--- config.mk ---
export PLATFORM = sky130hd
export DESIGN_NAME = sequential_divider
export DESIGN_NICKNAME = d
export VERILOG_FILES = /design/src/rtl/divider_pkg.sv /design/src/rtl/div_step.sv /design/src/rtl/sequential_divider.sv
export SDC_FILE = /design/constraint.sdc
export NUM_CORES = 1
export LEC_CHECK = 0
export ABC_AREA = 1
export BUFFER_PORTS_ARGS = -buffer_cell sky130_fd_sc_hd__buf_2
export CAP_MARGIN = 5
export CORE_AREA = 2 2 97 99
export DETAILED_ROUTE_END_ITERATION = 6
export DIE_AREA = 0 0 99 101
export PLACE_DENSITY = 0.79
export SLEW_MARGIN = 30
export SYNTH_ARGS = -nofsm -noshare
export SYNTH_HDL_FRONTEND = slang
export SYNTH_SLANG_ARGS = --single-unit
--- constraint.sdc ---
create_clock -name clk -period 2.1 [get_ports clk]
set_input_delay 0.105 -clock clk [delete_from_list [all_inputs] [get_ports clk]]
set_output_delay 0.105 -clock clk [all_outputs]
set_load 0.02 [all_outputs]
--- src/rtl/divider_pkg.sv ---
// Shared constants and types for the sequential restoring divider.
package divider_pkg;

  localparam int unsigned WIDTH_DEFAULT = 16;

  typedef enum logic {
    IDLE = 1'b0,
    RUN  = 1'b1
  } state_t;

  // Counter must hold values 0..WIDTH-1 with one bit of headroom.
  function automatic int unsigned cnt_width(input int unsigned w);
    return $clog2(w) + 1;
  endfunction

  localparam int unsigned CNT_W = cnt_width(WIDTH_DEFAULT);

endpackage

--- src/rtl/div_step.sv ---
// One restoring-division iteration: shift {A,Q} left, trial-subtract M, restore on underflow.
module div_step
  import divider_pkg::*;
#(
  parameter int unsigned WIDTH = WIDTH_DEFAULT
) (
  input  logic [WIDTH-1:0] a,
  input  logic [WIDTH-1:0] q,
  input  logic [WIDTH-1:0] m,
  output logic [WIDTH-1:0] a_next,
  output logic [WIDTH-1:0] q_next
);

  logic [WIDTH:0] shifted;
  logic [WIDTH:0] m_ext;

  always_comb begin
    shifted = {a, q[WIDTH-1]};
    m_ext   = {1'b0, m};
    if (shifted >= m_ext) begin
      a_next = WIDTH'(shifted - m_ext);
      q_next = {q[WIDTH-2:0], 1'b1};
    end else begin
      a_next = shifted[WIDTH-1:0];
      q_next = {q[WIDTH-2:0], 1'b0};
    end
  end

endmodule

--- src/rtl/sequential_divider.sv ---
// Unsigned sequential restoring divider, one quotient bit per cycle.
// Divide-by-zero bypasses the iteration loop and reports one cycle after accept.
module sequential_divider
  import divider_pkg::*;
#(
  parameter int unsigned WIDTH = WIDTH_DEFAULT
) (
  input  logic             clk,
  input  logic             rst_n,
  input  logic             start,
  input  logic [WIDTH-1:0] dividend,
  input  logic [WIDTH-1:0] divisor,
  output logic             busy,
  output logic             done,
  output logic [WIDTH-1:0] quotient,
  output logic [WIDTH-1:0] remainder,
  output logic             div_by_zero
);

  localparam int unsigned CW = cnt_width(WIDTH);

  state_t           state, state_nx;
  logic [WIDTH-1:0] a_r, q_r, m_r;
  logic [WIDTH-1:0] a_nx, q_nx, m_nx;
  logic [WIDTH-1:0] a_step, q_step;
  logic [CW-1:0]    cnt, cnt_nx;
  logic             dz_pend, dz_pend_nx;
  logic             busy_nx, done_nx, dbz_nx;
  logic [WIDTH-1:0] quot_nx, rem_nx;

  logic accept_c;
  logic zero_c;
  logic last_c;

  // dz_pend keeps the block busy for the single bypass cycle, so start is ignored then.
  assign accept_c = (state == IDLE) && !dz_pend && start;
  assign zero_c   = (divisor == '0);
  assign last_c   = (state == RUN) && (cnt == CW'(WIDTH - 1));

  div_step #(.WIDTH(WIDTH)) u_step (
    .a      (a_r),
    .q      (q_r),
    .m      (m_r),
    .a_next (a_step),
    .q_next (q_step)
  );

  // State register
  always_ff @(posedge clk or negedge rst_n) begin
    if (!rst_n) state <= IDLE;
    else        state <= state_nx;
  end

  // Next-state logic
  always_comb begin
    state_nx = state;
    case (state)
      IDLE:    if (accept_c && !zero_c) state_nx = RUN;
      RUN:     if (last_c) state_nx = IDLE;
      default: state_nx = IDLE;
    endcase
  end

  // Datapath and output next values
  always_comb begin
    a_nx       = a_r;
    q_nx       = q_r;
    m_nx       = m_r;
    cnt_nx     = cnt;
    dz_pend_nx = dz_pend;
    busy_nx    = busy;
    done_nx    = 1'b0;
    quot_nx    = quotient;
    rem_nx     = remainder;
    dbz_nx     = div_by_zero;
    case (state)
      IDLE: begin
        if (dz_pend) begin
          // Q still holds the dividend latched at accept.
          quot_nx    = '1;
          rem_nx     = q_r;
          dbz_nx     = 1'b1;
          done_nx    = 1'b1;
          busy_nx    = 1'b0;
          dz_pend_nx = 1'b0;
        end else if (accept_c) begin
          a_nx       = '0;
          q_nx       = dividend;
          m_nx       = divisor;
          cnt_nx     = '0;
          busy_nx    = 1'b1;
          dz_pend_nx = zero_c;
        end
      end
      RUN: begin
        a_nx   = a_step;
        q_nx   = q_step;
        cnt_nx = cnt + CW'(1);
        if (last_c) begin
          quot_nx = q_step;
          rem_nx  = a_step;
          dbz_nx  = 1'b0;
          done_nx = 1'b1;
          busy_nx = 1'b0;
        end
      end
      default: begin
        busy_nx = 1'b0;
      end
    endcase
  end

  // Datapath and output registers
  always_ff @(posedge clk or negedge rst_n) begin
    if (!rst_n) begin
      a_r         <= '0;
      q_r         <= '0;
      m_r         <= '0;
      cnt         <= '0;
      dz_pend     <= 1'b0;
      busy        <= 1'b0;
      done        <= 1'b0;
      quotient    <= '0;
      remainder   <= '0;
      div_by_zero <= 1'b0;
    end else begin
      a_r         <= a_nx;
      q_r         <= q_nx;
      m_r         <= m_nx;
      cnt         <= cnt_nx;
      dz_pend     <= dz_pend_nx;
      busy        <= busy_nx;
      done        <= done_nx;
      quotient    <= quot_nx;
      remainder   <= rem_nx;
      div_by_zero <= dbz_nx;
    end
  end

endmodule
==> impl_metrics.ini, run 1 <==
[status]
outcome = complete, no violations

[critical_path]
startpoint = a_r[14]$_DFFE_PN0P_
path_class = flop to flop
cp.depth = 12
cpMostUsedCell = nand3_1
start_kind = flop
crit_required_ns = 2.42
path_buf_inv = 3
crit_family = simple AND/OR/NAND/NOR gates
rr_worst_depth = 12
end_kind = flop
max_stage_delay_ns = 0.47
crit_chain = ha_4, inv_2, nor2_1, nand3b_1, nor3_4, nor2_4, buf_12, nand2_8, nand3_1, nand3_1, nand2_1, inv_1
reg2reg_from = a_r[14]$_DFFE_PN0P_
cp_max_fo = 18
slowest_stage = dfrtp_2
crit_arrival_ns = 2.38

[detailed_routing]
detail-route-antenna-nets = 0
firstDrtPassIters = 6
vias_per_cell = 5.58
wl_per_cell_um = 16.2
dr_total_vias = 4879
drc = 0
drt_iter0_drc = 334
totalWireLength_um = 14100

[sta]
fin_crit_ns = 2.05
max_clock_freq_mhz = 487
slew_viol_final = 0
hold_viol = 0
finalClockSkew_ns = 0.0201
min_period_over_period_pct = 97.8
relSlewSlack_pct = 64.6
setup_viol = 0
rsz0062_at_grt = yes
worst_pin_slew_ns = 0.526
fin_ws_ns = 0.0454

[min_path]
hold_depth = 3
hp-start = dividend[7]
hp-class = input port to flop

[finish]
fillers = 662
stdcell_count = 874
multiInputGateArea_um2 = 2540
register_area_um2 = 2260
drive_gt1_share_pct = 28.2
num-nets-final = 812
areaGrowthSynthToFinish_pct = 29.1
antenna_cells = 0
fin_area_um2 = 6490

[power_and_ir_drop]
p_seq_share_pct = 25.2
netSwitchingPower_mw = 6.12
p_leak_nw = 3.27
ir_drop_uv = 1040
pwr-share-comb_pct = 64.4
netSwitchingFraction_pct = 48.6
p_int_mw = 6.46
power_density_nw_per_um2 = 1940
power.share.clock_pct = 10.4

[yosys]
synthTopCellsByCount = nand2_1, inv_1, dfrtp_1
syn_inst = 631
synthTopCellsByArea = dfrtp_1, nand2_1, inv_1, nand3_1, ha_1
synth_nets = 685
async_flop_share_pct = 100
ys_seq_elements = 90
ys_types = 39
syn_area_per_cell_um2 = 7.97
yosysTopAreaCell = dfrtp_1
seq_area_frac_synth_pct = 44.8
synth_top_area_share_pct = 44.8
synth_area_um2 = 5030
yosysWarnings = 0
synth_edf_count = 0
synthFlopType = dfrtp_1
synth.most_common_cell = nand2_1

[grt]
overflow = 0
antenna_found_initial = 0
grt_pass1_wl_um = 22600
grt_pass1_vias = 4762
grt_max_degree = 44
grt_usage_pct = 28.4

[clock_tree]
root_buffer = clkbuf_8
clk_path_buf_depth = 2
clock_latency_ns = 0.38
clock-sinks = 90
cts_tree = built
htree_levels = 3
cts_made_buffers = 9
clkTransAtPathRegs_ns = 0.10

[placement]
dp_slack_ns = 0.000735
portBuffers = 69
gp_congestion = 0.998
dp.cells = 823
placed_area_um2 = 5680
dpl.hpwl_um = 9970

[die]
row_count = 35
die_w_um = 99
die_y_um = 101
die_area_um2 = 10000
coreArea_um2 = 8980
ios = 70
initial_core_util_pct = 56.0

[job]
cap_viol_max_count = 0
-- timing repair --
| item | CTS | global route |
|---|---|---|
| hold endpoints to repair | 58 | 0 |
| pin swaps | 0 | 18 |
| resized for setup | 3 | 44 |
| setup endpoints to repair | 6 | 26 |
| hold buffers | 27 | 0 |
| setup buffers | 0 | 8 |
| cloned | 0 | 0 |
-- final timing paths --
path / to / slack (ns)
min in group asynchronous: m_r[8]$_DFFE_PN0P_ / 0.22
min reg2reg: busy$_DFFE_PN0P_ / 0.48
min: q_r[7]$_DFFE_PN0P_ / 0.02
max reg2reg: remainder[15]$_DFFE_PN0P_ / 0.05
max: remainder[15]$_DFFE_PN0P_ / 0.05
max in group asynchronous: a_r[11]$_DFFE_PN0P_ / 1.21
-- worst register-to-register path, cell delays in order (launching register included) --
cell and delay (ns):
dfrtp_2 0.47, ha_4 0.29, inv_2 0.05, nor2_1 0.11
nand3b_1 0.15, nor3_4 0.22, nor2_4 0.07, buf_12 0.14
nand2_8 0.14, nand3_1 0.14, nand3_1 0.12, nand2_1 0.06
inv_1 0.05
-- stage by stage --
stage	TNS (ns)	utilization (%)	hold slack, ns	power [mW]
2_1_floorplan	0	-	-0.191	8.04
3_3_place_gp	0	63.3	0.0881	9.98
3_5_place_dp	0	63.3	0.0922	10.2
4_1_cts	-0.0103	69.2	0.00137	11.7
5_1_grt	-0.185	72.3	0.0263	13.6
6_report	0	72.3	0.0195	12.6
-- cells by family after synthesis --
group	count (synthesis)	share of synthesized area, %
buffers and inverters	119	9.53
XOR/XNOR	7	1.22
AND/OR/NAND/NOR	309	29.7
AO/OA/AOI/OAI	87	9.81
adder cells (fa/ha/maj)	19	4.88
flip-flops	90	44.8
-- state kept, by name, summed over array words and instances, names as in the netlist --
signal and cells:
dz_pend 1, div_by_zero 1, q_r 16, m_r 16, busy 1, remainder 16, cnt 5, a_r 16
quotient 16, state 1, done 1
-- final cells by class --
| cell class | count | area share [%] |
|---|---|---|
| inverter | 96 | 5.55 |
| multi-input combinational | 422 | 39.1 |
| sequential | 90 | 34.8 |
| tap | 111 | 2.14 |
| clock buffer | 9 | 1.91 |
| clock inverter | 7 | 1.47 |
| timing repair buffer | 139 | 15.0 |
-- routing by layer --
layer | vias to the layer above | routed length [um] | track usage, %
li1 | 2302 | - | -
met1 | 2338 | 6030 | 36.3
met2 | 201 | 6890 | 49.3
met3 | 38 | 801 | 5.34
met4 | 0 | 416 | 8.43
met5 | - | 0 | 0
-- layout by cell type (no fill, tap or decap), types with 4 or more instances in the layout --
cell type,n
clkbuf_8,9
a22oi_1,5
buf_4,40
o22ai_1,4
nand3_1,50
nor2_2,5
nor2_1,27
ha_4,15
inv_1,88
nor4_1,4
xor2_1,6
dfrtp_1,84
nand2_2,13
dfrtp_2,6
nand4_1,21
inv_2,8
o21ai_0,38
a21oi_1,24
dlygate4sd3_1,27
or2_2,16
nand2_1,147
nand3_2,16
buf_2,68
-- power by group through the flow --
stage          clock network (mW)  logic, mW  registers [mW]
6_report                     1.31       8.10            3.17
5_1_grt                      1.37       8.93            3.25
4_1_cts                      1.33       7.27            3.10
3_5_place_dp                    0       7.08            3.10
3_3_place_gp                    0       6.91            3.07
2_1_floorplan                   0       4.76            3.28
No activity file was read; power rests on OpenSTA's default activity.
==> run 2, diff against run 1 <==
--- a/config.mk
+++ b/config.mk
@@ -8,11 +8,13 @@
 export ABC_AREA = 1
 export BUFFER_PORTS_ARGS = -buffer_cell sky130_fd_sc_hd__buf_2
 export CAP_MARGIN = 5
-export CORE_AREA = 2 2 97 99
+export CORE_AREA = 2 2 100 102
 export DETAILED_ROUTE_END_ITERATION = 6
-export DIE_AREA = 0 0 99 101
-export PLACE_DENSITY = 0.79
+export DIE_AREA = 0 0 102 104
+export GPL_TIMING_DRIVEN = 0
+export PLACE_DENSITY = 0.88
 export SLEW_MARGIN = 30
 export SYNTH_ARGS = -nofsm -noshare
 export SYNTH_HDL_FRONTEND = slang
+export SYNTH_HIERARCHICAL = 1
 export SYNTH_SLANG_ARGS = --single-unit
==> run 2 against run 1 <==
  * Via count rose by 13%
  * Worst setup slack got worse by 0.15 ns
  * Register-to-register slack got worse by 0.15 ns
  * Highest routed layer unchanged
  * Utilization rose by 0.26 points
  * Clock-buffer cell count rose by 1
  * The run now ends with setup timing left
  * Global-route usage fell by 0.93 points
  * Routed wire length rose by 13%
  * Worst hold slack improved by 0.013 ns
  * Synthesized cell count rose by 15%
  * Synthesized area rose by 7.1%
==> impl_metrics.ini, run 2 <==
[yosys]
synth_nets = 781
seq_area_frac_synth_pct = 41.9
synthAdderAreaFrac_pct = 4.56
yosysTopAreaCell = dfrtp_1
synth_top_family_by_area = simple AND/OR/NAND/NOR gates
synthTopCellsByArea = dfrtp_1, nand2_1, nand3_1, inv_1, ha_1
synthTopCellsByCount = nand2_1, dfrtp_1, inv_1
synthFlopType = dfrtp_1
ys_types = 35
synth_top_area_share_pct = 41.9
yosysWarnings = 6
synth_xor_area_share_pct = 1.14
syn_area_per_cell_um2 = 7.40
ys_seq_elements = 90
async_flop_share_pct = 100
synth_compound_area_share_pct = 6.56
synth_area_um2 = 5380
yosys.area_share.simple_pct = 34.0
synthMuxAreaShare_pct = 0
syn_inst = 727
synth.most_common_cell = nand2_1
synth_edf_count = 0

[detailed_routing]
firstDrtPassIters = 6
detail-route-antenna-nets = 0
drc = 0
vias_per_cell = 5.54
drt_iter0_drc = 545
dr_total_vias = 5517
wl_per_cell_um = 16.0
totalWireLength_um = 16000

[sta]
tns_ns = -0.700
fin_crit_ns = 2.20
slew_viol_final = 0
rsz0062_at_grt = yes
finalClockSkew_ns = 0.0148
max_clock_freq_mhz = 454
setup_viol = 17
min_period_over_period_pct = 105
worst_pin_slew_ns = 0.362
fin_ws_ns = -0.105
hold_viol = 0
relSlewSlack_pct = 75.7

[grt]
overflow = 0
grt_max_degree = 74
antenna_found_initial = 0
grt_pass1_vias = 5008
grt_usage_pct = 27.4
grt_pass1_wl_um = 23200

[die]
row_count = 36
die_area_um2 = 10600
ios = 70
initial_core_util_pct = 56.4
die_y_um = 104
coreArea_um2 = 9550
die_w_um = 102

[critical_path]
cp_max_fo = 5
end_kind = flop
crit_required_ns = 2.40
crit_arrival_ns = 2.51
start_kind = flop
path_class = flop to flop

[placement]
dp.cells = 930
gp_congestion = 0.914
portBuffers = 69
dpl.hpwl_um = 9800

[finish]
stdcell_count = 996
num-nets-final = 912
drive_gt1_share_pct = 30.9
areaGrowthSynthToFinish_pct = 28.7
final_common_cell = nand2_1
fillers = 673
antenna_cells = 0
layout_common_cells = nand2_1, dfrtp_1, buf_2

[clock_tree]
htree_levels = 3
cts_tree = built
clk_path_buf_depth = 2
clkTransAtPathRegs_ns = 0.11
clock_latency_ns = 0.38
clock-sinks = 90
cts_made_buffers = 9
root_buffer = clkbuf_8

[job]
cap_viol_max_count = 0

[min_path]
hp-class = input port to flop

[status]
outcome = finished with violations
violations = setup timing
==> run 2: final cells by class <==
| class | count | area [um^2] | share of cell area [%] |
|---|---|---|---|
| clock buffer | 10 | 138 | 1.99 |
| buffer | 44 | 330 | 4.77 |
| clock inverter | 6 | 55.1 | 0.795 |
| inverter | 84 | 323 | 4.66 |
| tap | 133 | 166 | 2.40 |
| sequential | 90 | 2260 | 32.6 |
| timing repair buffer | 120 | 828 | 12.0 |
| multi-input combinational | 509 | 2830 | 40.8 |
==> run 2: kinds of logic (layout without fill, tap and decap cells) <==
logic type | count (synthesis) | count (layout)
buffers and inverters | 128 | 264
flip-flops | 90 | 90
AO/OA/AOI/OAI | 63 | 63
XOR/XNOR | 7 | 7
adder cells (fa/ha/maj) | 19 | 19
AND/OR/NAND/NOR | 420 | 420
==> run 2: critical path: stages, from the launching register on <==
cell,delay [ns]
dfrtp_1,0.41
inv_1,0.15
ha_4,0.25
a21oi_2,0.18
o21a_1,0.18
o21ai_4,0.09
nor2_8,0.18
buf_4,0.16
buf_4,0.11
nand3_1,0.05
nand2_1,0.09
nand2_2,0.08
a31oi_1,0.19
==> run 2: path summary, 6_finish.rpt <==
path	start	endpoint	slack [ns]	depth (start not counted)
max	m_r[14]$_DFFE_PN0P_	remainder[1]$_DFFE_PN0P_	-0.10	12
max reg2reg	m_r[14]$_DFFE_PN0P_	remainder[1]$_DFFE_PN0P_	-0.10	12
min	dividend[2]	q_r[2]$_DFFE_PN0P_	0.03	5
max in group asynchronous	rst_n	a_r[9]$_DFFE_PN0P_	1.36	3
min reg2reg	div_by_zero$_DFFE_PN0P_	div_by_zero$_DFFE_PN0P_	0.48	2
min in group asynchronous	rst_n	m_r[3]$_DFFE_PN0P_	0.12	2
==> run 2: what timing repair did <==
action	4_1_cts	5_1_grt
buffers inserted	11	20
endpoints found under the hold margin	107	0
resized for setup	25	59
hold buffers	18	0
endpoints found under the setup margin	17	33
gates cloned	0	1
pin swaps	9	37
==> run 2: per-stage QoR <==
| stage | area (um^2) | setup WS, ns | util, % | hold slack (ns) |
|---|---|---|---|---|
| floorplan | 5380 | 0.209 | - | -0.191 |
| global placement | 5890 | -0.0524 | 61.7 | 0.313 |
| detailed placement | 5930 | -0.114 | 62.1 | -0.0443 |
| CTS | 6550 | -0.00538 | 68.6 | 0.0405 |
| global route | 6930 | -0.161 | 72.5 | 0.0800 |
| finish | 6930 | -0.105 | 72.5 | 0.0330 |
==> run 2: metal layers <==
metal	vias up	GRT usage [%]	share of wire (%)
met2	322	44.6	48
met1	2596	37.3	40
met3	78	4.10	7.7
met4	0	9.52	4.3
li1	2521	-	-
met5	-	0	0
Power of run 2 is left out: the tool's default activity adds up to more than one toggle a clock period on the data nets, which glitch-free logic cannot reach.
==> run 3, diff against run 2 <==
--- a/config.mk
+++ b/config.mk
@@ -8,11 +8,11 @@
 export ABC_AREA = 1
 export BUFFER_PORTS_ARGS = -buffer_cell sky130_fd_sc_hd__buf_2
 export CAP_MARGIN = 5
-export CORE_AREA = 2 2 100 102
+export CORE_AREA = 2 2 137 139
 export DETAILED_ROUTE_END_ITERATION = 6
-export DIE_AREA = 0 0 102 104
+export DIE_AREA = 0 0 139 141
 export GPL_TIMING_DRIVEN = 0
-export PLACE_DENSITY = 0.88
+export PLACE_DENSITY = 0.57
 export SLEW_MARGIN = 30
 export SYNTH_ARGS = -nofsm -noshare
 export SYNTH_HDL_FRONTEND = slang
==> run 3 against run 2 <==
  * Critical path depth is the same
  * First-iteration DRC count shrank 51%
  * Critical path type unchanged
  * Via count shrank 9.4%
  * Largest cell class unchanged
  * Clock-buffer cell count unchanged
  * Critical endpoint is now remainder[14]$_DFFE_PN0P_
  * The flow now finishes without violations
  * Maximum frequency grew 7.0%
  * Worst setup slack better by 0.14 ns
  * Sequential share of layout area fell by 1.3 points
  * Worst hold slack lost 0.0010 ns
==> impl_metrics.ini, run 3 (same netlist as run 2, synthesis figures left out) <==
[min_path]
hp-class = input port to flop

[die]
ios = 70
die_area_um2 = 19600
die_y_um = 141
die_w_um = 139
row_count = 50
initial_core_util_pct = 29.5
coreArea_um2 = 18300

[finish]
drive_gt1_share_pct = 33.8
fillers = 1914
areaGrowthSynthToFinish_pct = 34.6
antenna_cells = 0
final_common_cell = nand2_1
num-nets-final = 909
layout_common_cells = nand2_1, buf_2, dfrtp_1

[detailed_routing]
detail-route-antenna-nets = 0
wl_per_cell_um = 14.2
firstDrtPassIters = 4
drt_iter0_drc = 266
totalWireLength_um = 15500
dr_total_vias = 4998
vias_per_cell = 4.57
drc = 0

[critical_path]
slowest_stage = dfrtp_2
path_buf_inv = 1
start_kind = flop
max_stage_delay_ns = 0.45
crit_family = simple AND/OR/NAND/NOR gates
cp_max_fo = 7
crit_arrival_ns = 2.33
crit_chain = ha_4, nand2_4, nor2_4, nand2_2, o21ai_4, nor2_8, nand2_8, buf_6, nand2_1, nand2_1, nand2_2, a31oi_1
crit_required_ns = 2.37
path_class = flop to flop
end_kind = flop

[sta]
tns_ns = 0
relSlewSlack_pct = 73.0
fin_crit_ns = 2.06
hold_viol = 0
rsz0062_at_grt = yes
worst_pin_slew_ns = 0.405
min_period_over_period_pct = 98.2
setup_viol = 0
finalClockSkew_ns = 0.0107
max_clock_freq_mhz = 485
slew_viol_final = 0

[clock_tree]
clock_latency_ns = 0.35
cts_tree = built
cts_made_buffers = 9
clkTransAtPathRegs_ns = 0.07
root_buffer = clkbuf_16
clock-sinks = 90
htree_levels = 3
clk_path_buf_depth = 2

[grt]
grt_usage_pct = 16.0
grt_pass1_wl_um = 25100
grt_pass1_vias = 4999
antenna_found_initial = 0
grt_max_degree = 52
overflow = 0

[placement]
dpl.hpwl_um = 11200
portBuffers = 69
gp_congestion = 0.908

[job]
cap_viol_max_count = 0

[status]
outcome = complete, no violations
-- run 3: changes by cell type in the layout (fill, tap and decap cells not counted), moves of 5 or more --
| cell | previous run | this run |
|---|---|---|
| dfrtp_2 | 7 | 13 |
| nand2_2 | 44 | 58 |
| nand2_4 | 6 | 11 |
| nand2_1 | 233 | 214 |
| clkbuf_8 | 10 | 0 |
| dfrtp_1 | 83 | 77 |
| clkbuf_16 | 1 | 9 |
-- run 3: repair_timing --
action	in CTS	in global routing
endpoints found under the setup margin	21	31
resized for setup	47	74
hold buffers	17	0
buffers inserted	18	12
endpoints found under the hold margin	55	0
pin swaps	18	45
gates cloned	1	1
-- run 3: worst min-delay path: stages --
cell      delay [ns]
buf_2           0.09
o211ai_1        0.08
nand2_1         0.07
-- run 3: metal layers --
layer  track usage, %  vias to the layer above  share of wire (%)
met2             27.3                       80                 49
li1                 -                     2525                  -
met3             2.51                       18                3.1
met1             20.6                     2375                 46
met4             5.79                        0                1.8
met5                0                        -                  0
-- run 3: path summary, 6_finish.rpt --
kind | start | to | slack, ns | cells after the start
worst max-delay path | a_r[9]$_DFFE_PN0P_ | remainder[14]$_DFFE_PN0P_ | 0.04 | 12
worst min-delay path | dividend[15] | q_r[15]$_DFFE_PN0P_ | 0.03 | 3
worst max register to register | a_r[9]$_DFFE_PN0P_ | remainder[14]$_DFFE_PN0P_ | 0.04 | 12
worst min register to register | busy$_DFFE_PN0P_ | busy$_DFFE_PN0P_ | 0.48 | 2
max in group asynchronous | rst_n | a_r[5]$_DFFE_PN0P_ | 1.28 | 3
min in group asynchronous | rst_n | quotient[10]$_DFFE_PN0P_ | 0.22 | 2
-- run 3: final cells by class --
class	count	area [um^2]	share of cell area, %
clock inverter	6	77.6	1.07
inverter	84	323	4.46
sequential	90	2270	31.3
clock buffer	10	229	3.16
multi-input combinational	509	2920	40.3
buffer	43	319	4.40
tap	234	293	4.04
timing repair buffer	118	817	11.3
-- run 3: per-stage QoR --
stage	hold WS [ns]	utilization [%]	instances	worst slack (ns)	cell area [um^2]
2_1_floorplan	-0.191	-	727	0.209	5380
3_5_place_dp	0.0470	33.1	1031	-0.135	6050
6_report	0.0320	39.7	1094	0.0387	7250
3_3_place_gp	0.315	33.0	1030	-0.141	6020
4_1_cts	0.0146	37.9	1082	0.0120	6930
5_1_grt	0.0295	39.7	1094	-0.0637	7250
Power of run 3 is left out for the same reason.
